**config.mk**
```make
export PLATFORM = sky130hd
export DESIGN_NAME = lif_neuron
export DESIGN_NICKNAME = d
export VERILOG_FILES = /design/src/rtl/lif_neuron.sv
export SDC_FILE = /design/constraint.sdc
export NUM_CORES = 1
export LEC_CHECK = 0
export CAP_MARGIN = 20
export CORE_AREA = 2 2 71 73
export CTS_BUF_LIST = sky130_fd_sc_hd__clkbuf_8
export CTS_CLUSTER_SIZE = 20
export DETAILED_ROUTE_END_ITERATION = 8
export DIE_AREA = 0 0 73 75
export PLACE_DENSITY = 0.75
export SLEW_MARGIN = 20
export SYNTH_ARGS = -nofsm -noshare
export SYNTH_HDL_FRONTEND = slang
export SYNTH_SLANG_ARGS = --single-unit
```
**constraint.sdc**
```tcl
create_clock -name clk_i -period 4.9 [get_ports clk_i]
set_clock_uncertainty 0.05 [all_clocks]
set_input_delay 0.49 -clock clk_i [delete_from_list [all_inputs] [get_ports clk_i]]
set_output_delay 0.49 -clock clk_i [all_outputs]
set_load 0.05 [all_outputs]
```
**src/rtl/lif_neuron.sv**
```systemverilog
// Leaky integrate-and-fire neuron: accumulates 8-bit weighted synaptic values with
// per-cycle leak, fires a one-cycle spike at threshold, then stays refractory.
module lif_neuron #(
    parameter int MEM_W          = 12,
    parameter int THRESHOLD      = 512,
    parameter int LEAK_SHIFT     = 3,
    parameter int REFRACT_CYCLES = 4
) (
    input  logic             clk_i,
    input  logic             rst_ni,
    input  logic             valid_i,
    input  logic [7:0]       data_i,
    output logic             ready_o,
    output logic             spike_o,
    output logic [MEM_W-1:0] membrane_o,
    output logic [7:0]       spike_count_o
);

    typedef enum logic [1:0] {
        ST_INTEGRATE = 2'd0,
        ST_FIRE      = 2'd1,
        ST_REFRACT   = 2'd2
    } state_t;

    localparam logic [MEM_W-1:0] THRESH_C       = MEM_W'(THRESHOLD);
    localparam bit               NO_REFRACT_C   = (REFRACT_CYCLES == 0);
    localparam logic [7:0]       REFRACT_LOAD_C = NO_REFRACT_C ? 8'd0 : 8'(REFRACT_CYCLES - 1);

    state_t           state_r;
    logic [MEM_W-1:0] mem_r;
    logic             spike_r;
    logic [7:0]       count_r;
    logic [7:0]       refract_r;

    logic             accept_s;
    logic [MEM_W-1:0] leaked_s;
    logic [MEM_W-1:0] add_s;
    logic [MEM_W:0]   sum_s;
    logic [MEM_W-1:0] next_mem_s;
    logic             cross_s;

    // Leak, integrate and saturate; the threshold test sees the clamped value.
    always_comb begin
        accept_s = valid_i && (state_r == ST_INTEGRATE);
        leaked_s = mem_r - (mem_r >> LEAK_SHIFT);
        if (accept_s) begin
            add_s = MEM_W'(data_i);
        end else begin
            add_s = {MEM_W{1'b0}};
        end
        sum_s = {1'b0, leaked_s} + {1'b0, add_s};
        if (sum_s[MEM_W]) begin
            next_mem_s = {MEM_W{1'b1}};
        end else begin
            next_mem_s = sum_s[MEM_W-1:0];
        end
        cross_s = (next_mem_s >= THRESH_C);
    end

    // Neuron state machine with membrane, spike and spike counter registers.
    always_ff @(posedge clk_i or negedge rst_ni) begin
        if (!rst_ni) begin
            state_r   <= ST_INTEGRATE;
            mem_r     <= {MEM_W{1'b0}};
            spike_r   <= 1'b0;
            count_r   <= 8'd0;
            refract_r <= 8'd0;
        end else begin
            case (state_r)
                ST_INTEGRATE: begin
                    if (cross_s) begin
                        // The crossing input is consumed; no residual carries over.
                        state_r <= ST_FIRE;
                        mem_r   <= {MEM_W{1'b0}};
                        spike_r <= 1'b1;
                        count_r <= count_r + 8'd1;
                    end else begin
                        mem_r   <= next_mem_s;
                        spike_r <= 1'b0;
                    end
                end
                ST_FIRE: begin
                    mem_r   <= {MEM_W{1'b0}};
                    spike_r <= 1'b0;
                    if (NO_REFRACT_C) begin
                        state_r <= ST_INTEGRATE;
                    end else begin
                        state_r   <= ST_REFRACT;
                        refract_r <= REFRACT_LOAD_C;
                    end
                end
                ST_REFRACT: begin
                    mem_r   <= {MEM_W{1'b0}};
                    spike_r <= 1'b0;
                    if (refract_r == 8'd0) begin
                        state_r <= ST_INTEGRATE;
                    end else begin
                        refract_r <= refract_r - 8'd1;
                    end
                end
                default: begin
                    state_r   <= ST_INTEGRATE;
                    mem_r     <= {MEM_W{1'b0}};
                    spike_r   <= 1'b0;
                    refract_r <= 8'd0;
                end
            endcase
        end
    end

    assign ready_o       = (state_r == ST_INTEGRATE);
    assign spike_o       = spike_r;
    assign membrane_o    = mem_r;
    assign spike_count_o = count_r;

endmodule

```
* Word-level counts from Yosys, hierarchy flattened
Cells that the tools add are included.
W data, S select, Z words.
** Word-level totals
- Register bits :: 31
- Logic and storage cells :: 33
** Operators by class
- Reduce and logical (&&, ||, !) cells :: 6
- Multiplexer cells :: 11
- Bitwise logic cells :: 1
- $add $sub $neg :: 4
- Order comparisons :: 1
- Equal/unequal tests :: 5
** Operator list (number)
- $mux W12 :: 3
- $pmux W8 S3 :: 1
- $mux W8 :: 2
- $add A12 B8 Y13 :: 1
- $ge A12 B10 Y1 const B :: 1
- $sub A12 B9 Y12 :: 1
- $add A8 B1 Y8 const B :: 1
- $logic_not A8 Y1 :: 1
- $sub A8 B1 Y8 const B :: 1
- $pmux W2 S3 :: 1
- $reduce_and A2 Y1 :: 3
- $mux W2 :: 2
- $ne A2 B2 Y1 const B :: 2
- $eq A2 B1 Y1 const B :: 1
- $eq A2 B2 Y1 const B :: 1
- $logic_not A2 Y1 :: 1
- $mux W1 :: 2
- $ne A2 B1 Y1 const B :: 1
- $logic_and A1 B1 Y1 :: 1
- $not A1 Y1 :: 1

* Longest topological paths before layout
Gate-level depths: netlist (run 1).
- Word-level depth :: 8
- Mapped depth :: 16
- Gate-level depth less buffers :: 16

* Worst setup path after synthesis (run 1)
OpenSTA, ideal clock, no wires.
- Path type :: register to register
- From :: register mem_r[3] (netlist: membrane_o[3])
- To :: register state_r[0]
- Path slack :: 1.059 ns
- Cell stages (with the launch flop) :: 16
- Required time :: 4.725 ns
- Arrival time :: 3.667 ns
- Cell sequence :: dfrtp_1 ha_1 inv_1 fa_1 a21oi_1 o21ai_0 a21oi_1 xnor2_1 ha_1 or2_2 a21oi_1 o21bai_1 and4_1 o21ai_2 o21ai_1 mux2_2
** Between the ends
- Cells in the longest elaborated chain, start to end :: 6
** RTL lines
- start: declaration :: RTL line 30 : logic [MEM_W-1:0] mem_r;
- start signal: assignment :: RTL line 64 : mem_r <= {MEM_W{1'b0}};
- start signal: assignment :: RTL line 74 : mem_r <= {MEM_W{1'b0}};
- start signal: assignment :: RTL line 78 : mem_r <= next_mem_s;
- $sub A12 B9 Y12 :: RTL line 45 : leaked_s = mem_r - (mem_r >> LEAK_SHIFT);
- $add A12 B8 Y13 :: RTL line 51 : sum_s = {1'b0, leaked_s} + {1'b0, add_s};
- $mux W12 :: RTL line 52 : if (sum_s[MEM_W]) begin
- $ge A12 B10 Y1 :: RTL line 57 : cross_s = (next_mem_s >= THRESH_C);
- $ne A2 B1 Y1 (no source line)
- $reduce_and A2 Y1 (no source line)
- end signal: assignment :: RTL line 63 : state_r <= ST_INTEGRATE;
- end signal: assignment :: RTL line 73 : state_r <= ST_FIRE;
- end signal: assignment :: RTL line 86 : state_r <= ST_INTEGRATE;
- end: declaration :: RTL line 29 : state_t state_r;
No other way between the ends.
A chain may end at the register's enable or synchronous reset.

* Worst setup path in the final report (run 1)
- From :: register mem_r[3] (netlist: membrane_o[3])
- To :: register state_r[1]
The elaborated chain is that of the path after synthesis.

==> results.sh, run 1 <==
export IMPL_drive_gt1_frac=0.0756
export IMPL_ioPinCount=33
export IMPL_fillers=407
export IMPL_syn_area_um2=2280
export IMPL_cts_resized=0
export IMPL_holdCritPathClass="reg -> reg"
export IMPL_ir_worst_vdd_mv=0.447
export IMPL_ys_warn_count=0
export IMPL_cp_slowest_cell="dfrtp_1"
export IMPL_cp_arrival_ns=3.93
export IMPL_diodes=0
export IMPL_yosysMostFrequentCell="dfrtp_1"
export IMPL_seqCellArea_um2=776
export IMPL_drt_iter0_drc=58
export IMPL_status="finished clean"
export IMPL_cts_root_buf="clkbuf_8"
export IMPL_p_per_area_nw_per_um2=568
export IMPL_cts_tree="built"
export IMPL_dieArea_um2=5480
export IMPL_ctsHoldBuffers=0
export IMPL_synth_cell_types=44
export IMPL_crit_top_cell="a21oi_1"
export IMPL_grt_pass1_vias=1760
export IMPL_clk_pin_slew_worst_paths_ns=0.06
export IMPL_fin_util=0.595
export IMPL_multi_input_area_um2=1440
export IMPL_place_hpwl_um=3600
export IMPL_slew_headroom=0.586
export IMPL_hold_viol_final=0
export IMPL_synthTopCellsByCount="dfrtp_1, ha_1, nor2_1"
export IMPL_crit_required_ns=5.02
export IMPL_path_cells="ha_1, inv_1, fa_1, a21oi_1, o21ai_0, a21oi_1, xnor2_1, ha_1, or2_2, a21oi_1, o21bai_1, and4_1, o21ai_2, o21ai_1, mux2_2"
export IMPL_synth_area_leaders="dfrtp_1, ha_1, xnor2_1"
export IMPL_finalCriticalPeriod_ns=3.81
export IMPL_preCtsSetupSlack_ns=1.12
export IMPL_cts_setup_buffers=0
export IMPL_cp_start_kind="flip-flop"
export IMPL_slowest_delay_ns=0.40
export IMPL_rrSetupSlack_ns=1.09
export IMPL_gr_total_overflow=0
export IMPL_vias=1928
export IMPL_hp_start="spike_count_o[7]"
export IMPL_reg2reg_from="membrane_o[3]"
export IMPL_synth_top_area_share=0.340
export IMPL_avgViaCountPerCell=5.59
export IMPL_total_power_mw=1.57
export IMPL_drt_pass1_iterations=4
export IMPL_cts_buffers=5
export IMPL_syn_inst=250
export IMPL_hold_path_depth=1
export IMPL_syn_to_final_growth_pct=21.3
export IMPL_die_h_um=75
export IMPL_worst_slew_pin_slew_ns=0.619
export IMPL_grt_max_degree=32
export IMPL_core_area_um2=4660
export IMPL_yosysSeqAreaShare=0.340
export IMPL_worst_setup_path_type="reg -> reg"
export IMPL_stdcell_area_um2=2770
export IMPL_htreeDepth=2
export IMPL_p_leak_nw=1.28
export IMPL_postSynth_asyncResetShare=1.00
export IMPL_cap_violations=0
export IMPL_postSynthAreaPerCell_um2=9.14
export IMPL_track_usage=0.195
export IMPL_synth_main_ff_cell="dfrtp_1"
export IMPL_antenna_found_initial=0
export IMPL_drc=0
export IMPL_grt_pass1_wl_um=8140
export IMPL_holdPathEnd="spike_count_o[7]"
export IMPL_antenna_left=0
export IMPL_fin_ws_ns=1.09
export IMPL_clock_sinks=31
export IMPL_setup_viol_count_final=0
export IMPL_reg2reg_depth=15
export IMPL_port_buffers=32
export IMPL_slew_violations=0
export IMPL_path_max_fanout=5
export IMPL_end_kind="flip-flop"
export IMPL_clock_path_buffers=2
export IMPL_ys_seq_elements=31
export IMPL_clk_latency_ns=0.28
export IMPL_fin_crit_sh=0.777
export IMPL_setup_tns_ns=0
export IMPL_rsz0062_at_grt="no"
export IMPL_wl_um=4770
export IMPL_synth_edf_count=0
export IMPL_r2r_end="state_r[1]"
export IMPL_gp_congestion=0.904
export IMPL_placed_area_um2=2680
export IMPL_wire_per_inst_um=13.8
export IMPL_fin_nets=328
export IMPL_rows=25
export IMPL_fmax_ghz=0.263
export IMPL_yosysTopAreaCell="dfrtp_1"
export IMPL_start_util=0.490
export IMPL_die_w_um=73
-- worst max-delay path by stage --
stage | endpoint | slack [ns] | start
6_report | state_r[1] | 1.09 | membrane_o[3]
3_3_place_gp | state_r[1] | 1.22 | membrane_o[0]
5_1_grt | state_r[1] | 0.80 | membrane_o[4]
4_1_cts | state_r[0] | 1.12 | membrane_o[4]
2_1_floorplan | state_r[0] | 1.06 | membrane_o[3]
3_5_place_dp | state_r[1] | 1.12 | membrane_o[3]
-- per-layer routing --
metal	vias to the layer above	track usage	share of wire
met5	-	0	0
met4	0	0.0741	0.0082
met3	4	0.0495	0.055
met2	52	0.299	0.46
met1	898	0.267	0.48
li1	974	-	-
-- cell families (layout without fill, tap and decap cells) --
| logic type | count (synthesis) | in the layout | share of synthesized area |
|---|---|---|---|
| AOI/OAI and AO/OA | 70 | 70 | 0.194 |
| muxes | 3 | 3 | 0.0148 |
| buffers and inverters | 20 | 59 | 0.0329 |
| adders and majority gates | 26 | 26 | 0.149 |
| other | 1 | 3 | 0.00164 |
| xor gates and xnor gates | 20 | 20 | 0.0800 |
| DFF | 31 | 31 | 0.340 |
| and+or+nand+nor | 79 | 79 | 0.188 |
-- critical path: cells and delay by family (launching register included) --
kind            cells  cell delay [ns]
compound gates      7             1.28
fa+ha+maj           3             0.85
simple gates        2             0.57
flops               1             0.40
mux                 1             0.35
xor+xnor            1             0.14
buf+inv             1             0.05
-- cell type report --
class / count / area share
Clock buffer: 6 / 0.0298
Clock inverter: 1 / 0.00181
Inverter: 19 / 0.0257
Multi-Input combinational cell: 201 / 0.520
Sequential cell: 31 / 0.280
Tap cell: 54 / 0.0244
Timing Repair Buffer: 33 / 0.118
-- cells in the final DEF (no fill, tap or decap), drive strengths merged, types with 8 or more instances in the layout --
master and count:
a21oi 17, and3 10, clkdlybuf4s50 32, dfrtp 31, ha 24, inv 19
nand3 8, nor2 22, o21a 12, o21ai 21, xnor2 14
-- flip-flops by register name, indices dropped and copies added (netlist names) --
register and count:
membrane_o 12, refract_r 8, spike_count_o 8, state_r 2, spike_o 1
-- power by group --
part	switching [mW]	internal, mW	total (mW)	leakage (nW)
combinational	0.581	0.379	0.960	0.840
sequential	0.0771	0.334	0.411	0.397
clock	0.0927	0.110	0.203	0.0470
total	0.751	0.823	1.57	1.28
-- through the flow --
step,hold WS [ns],instances
6_report,0.419,345
3_5_place_dp,0.411,338
5_1_grt,0.450,345
2_1_floorplan,0.144,252
4_1_cts,0.420,345
3_3_place_gp,0.408,338
Power figures use the tool's default switching activity.
==> run 2, diff against run 1 <==
- clock period: 4.9 -> 3.96 ns (I/O delays scaled with it)
==> run 2 against run 1 <==
Count of clock-buffer cells in the layout unchanged. Cell count up 0.87%. Sequential power up 24%. First-iteration DRC count down 10%. Routed wire length up 1.8%. Via count unchanged. Global-route usage about the same. Non-clock buffer count up 2. Combinational power up 27%. Total power up 30%. Final area up 2.6%. Worst hold slack better by 0.013 ns.
==> results.sh, run 2 (synthesis results as in run 1) <==
export IMPL_die_h_um=75
export IMPL_wl_um=4860
export IMPL_fmax_ghz=0.272
export IMPL_slew_headroom=0.658
export IMPL_place_hpwl_um=3790
export IMPL_antenna_left=0
export IMPL_cts_root_buf="clkbuf_8"
export IMPL_drc=0
export IMPL_path_max_fanout=5
export IMPL_die_w_um=73
export IMPL_worst_slew_pin_slew_ns=0.511
export IMPL_final_cell_mix="clkdlybuf4s50_1, dfrtp_1, ha_1"
export IMPL_core_area_um2=4660
export IMPL_gp_congestion=0.881
export IMPL_start_util=0.490
export IMPL_setup_tns_ns=0
export IMPL_vias=1928
export IMPL_fin_crit_sh=0.927
export IMPL_p_leak_nw=1.31
export IMPL_holdWs_ns=0.432
export IMPL_clock_path_buffers=2
export IMPL_rows=25
export IMPL_placed_area_um2=2700
export IMPL_ctsHoldBuffers=0
export IMPL_ir_worst_vdd_mv=0.593
export IMPL_track_usage=0.195
export IMPL_grt_pass1_wl_um=8350
export IMPL_final_common_cell="clkdlybuf4s50_1"
export IMPL_crit_start="membrane_o[0]"
export IMPL_wire_per_inst_um=14.0
export IMPL_p_per_area_nw_per_um2=721
export IMPL_dieArea_um2=5480
export IMPL_stdcell_area_um2=2840
export IMPL_cap_violations=0
export IMPL_total_power_mw=2.05
export IMPL_slew_violations=0
export IMPL_gr_total_overflow=0
export IMPL_antenna_found_initial=0
export IMPL_largest_register_ffs=12
export IMPL_finalCriticalPeriod_ns=3.67
export IMPL_cts_tree="built"
export IMPL_cp_arrival_ns=3.79
export IMPL_clk_pin_slew_worst_paths_ns=0.07
export IMPL_cp_start_kind="flip-flop"
export IMPL_hp_start="spike_count_o[7]"
export IMPL_grt_pass1_vias=1920
export IMPL_crit_required_ns=4.08
export IMPL_seqCellArea_um2=776
export IMPL_avgViaCountPerCell=5.54
export IMPL_clock_sinks=31
export IMPL_cts_buffers=5
export IMPL_fin_nets=330
export IMPL_port_buffers=32
export IMPL_clk_latency_ns=0.28
export IMPL_diodes=0
export IMPL_multi_input_area_um2=1470
export IMPL_drive_gt1_frac=0.102
export IMPL_end_kind="flip-flop"
export IMPL_status="finished clean"
export IMPL_drt_iter0_drc=52
export IMPL_htreeDepth=2
export IMPL_setup_viol_count_final=0
export IMPL_hold_viol_final=0
export IMPL_reg2reg_from="membrane_o[0]"
export IMPL_rsz0062_at_grt="no"
export IMPL_ioPinCount=33
export IMPL_grt_max_degree=32
export IMPL_holdCritPathClass="reg -> reg"
export IMPL_fillers=418
export IMPL_worst_setup_path_type="reg -> reg"
export IMPL_syn_to_final_growth_pct=24.4
export IMPL_drt_pass1_iterations=4
## run 2: cell types whose count changed in the layout (fill, tap and decap cells not counted), sizes merged
| cell | before | now |
|---|---|---|
| buf | 1 | 3 |
| bufinv | 0 | 1 |
## run 2: final timing paths
check	endpoint	slack [ns]	cells past startpoint
max in group asynchronous	membrane_o[7]	3.11	2
max reg2reg	state_r[1]	0.29	16
min reg2reg	spike_count_o[7]	0.43	1
min	spike_count_o[7]	0.43	1
max	state_r[1]	0.29	16
min in group asynchronous	spike_count_o[6]	0.45	2
## run 2: power breakdown
| part | total, mW | switching, mW | internal, mW |
|---|---|---|---|
| clock | 0.321 | 0.118 | 0.203 |
| combinational | 1.22 | 0.732 | 0.486 |
| sequential | 0.509 | 0.0957 | 0.413 |
## run 2: metal layers
| layer | part of all wire | GRT usage |
|---|---|---|
| met5 | 0 | 0 |
| met4 | 0.017 | 0.0761 |
| met1 | 0.48 | 0.249 |
| met2 | 0.48 | 0.326 |
| met3 | 0.030 | 0.0415 |
## run 2: through the flow
stage	utilization	worst slack (ns)	cells
3_5_place_dp	0.579	0.148	340
6_report	0.610	0.290	348
2_1_floorplan	-	0.119	252
4_1_cts	0.604	0.132	348
5_1_grt	0.610	0.00122	348
3_3_place_gp	0.579	0.280	340
## run 2: cell type report
type | count | area share
clock buffers | 6 | 0.0290
flip-flops and latches | 31 | 0.273
multi-input cells | 201 | 0.516
well taps | 54 | 0.0238
inverters | 19 | 0.0251
repair buffers | 35 | 0.121
clock inverters | 2 | 0.0123
## run 2: repair_timing
item                                    CTS  global route
setup buffers                             0             0
resized for setup                         0             6
endpoints found under the setup margin    0            13
hold endpoints to repair                  0             0
## run 2: critical path, cell delays in order (launching register included)
cell	delay [ns]
dfrtp_1	0.37
inv_1	0.06
ha_1	0.15
inv_1	0.05
fa_1	0.41
a21oi_2	0.19
o21ai_0	0.14
a21oi_1	0.20
xnor2_1	0.14
ha_1	0.28
or2_2	0.30
a21oi_1	0.16
o21bai_2	0.16
and4_1	0.25
o21ai_2	0.12
o21ai_2	0.18
mux2_2	0.35
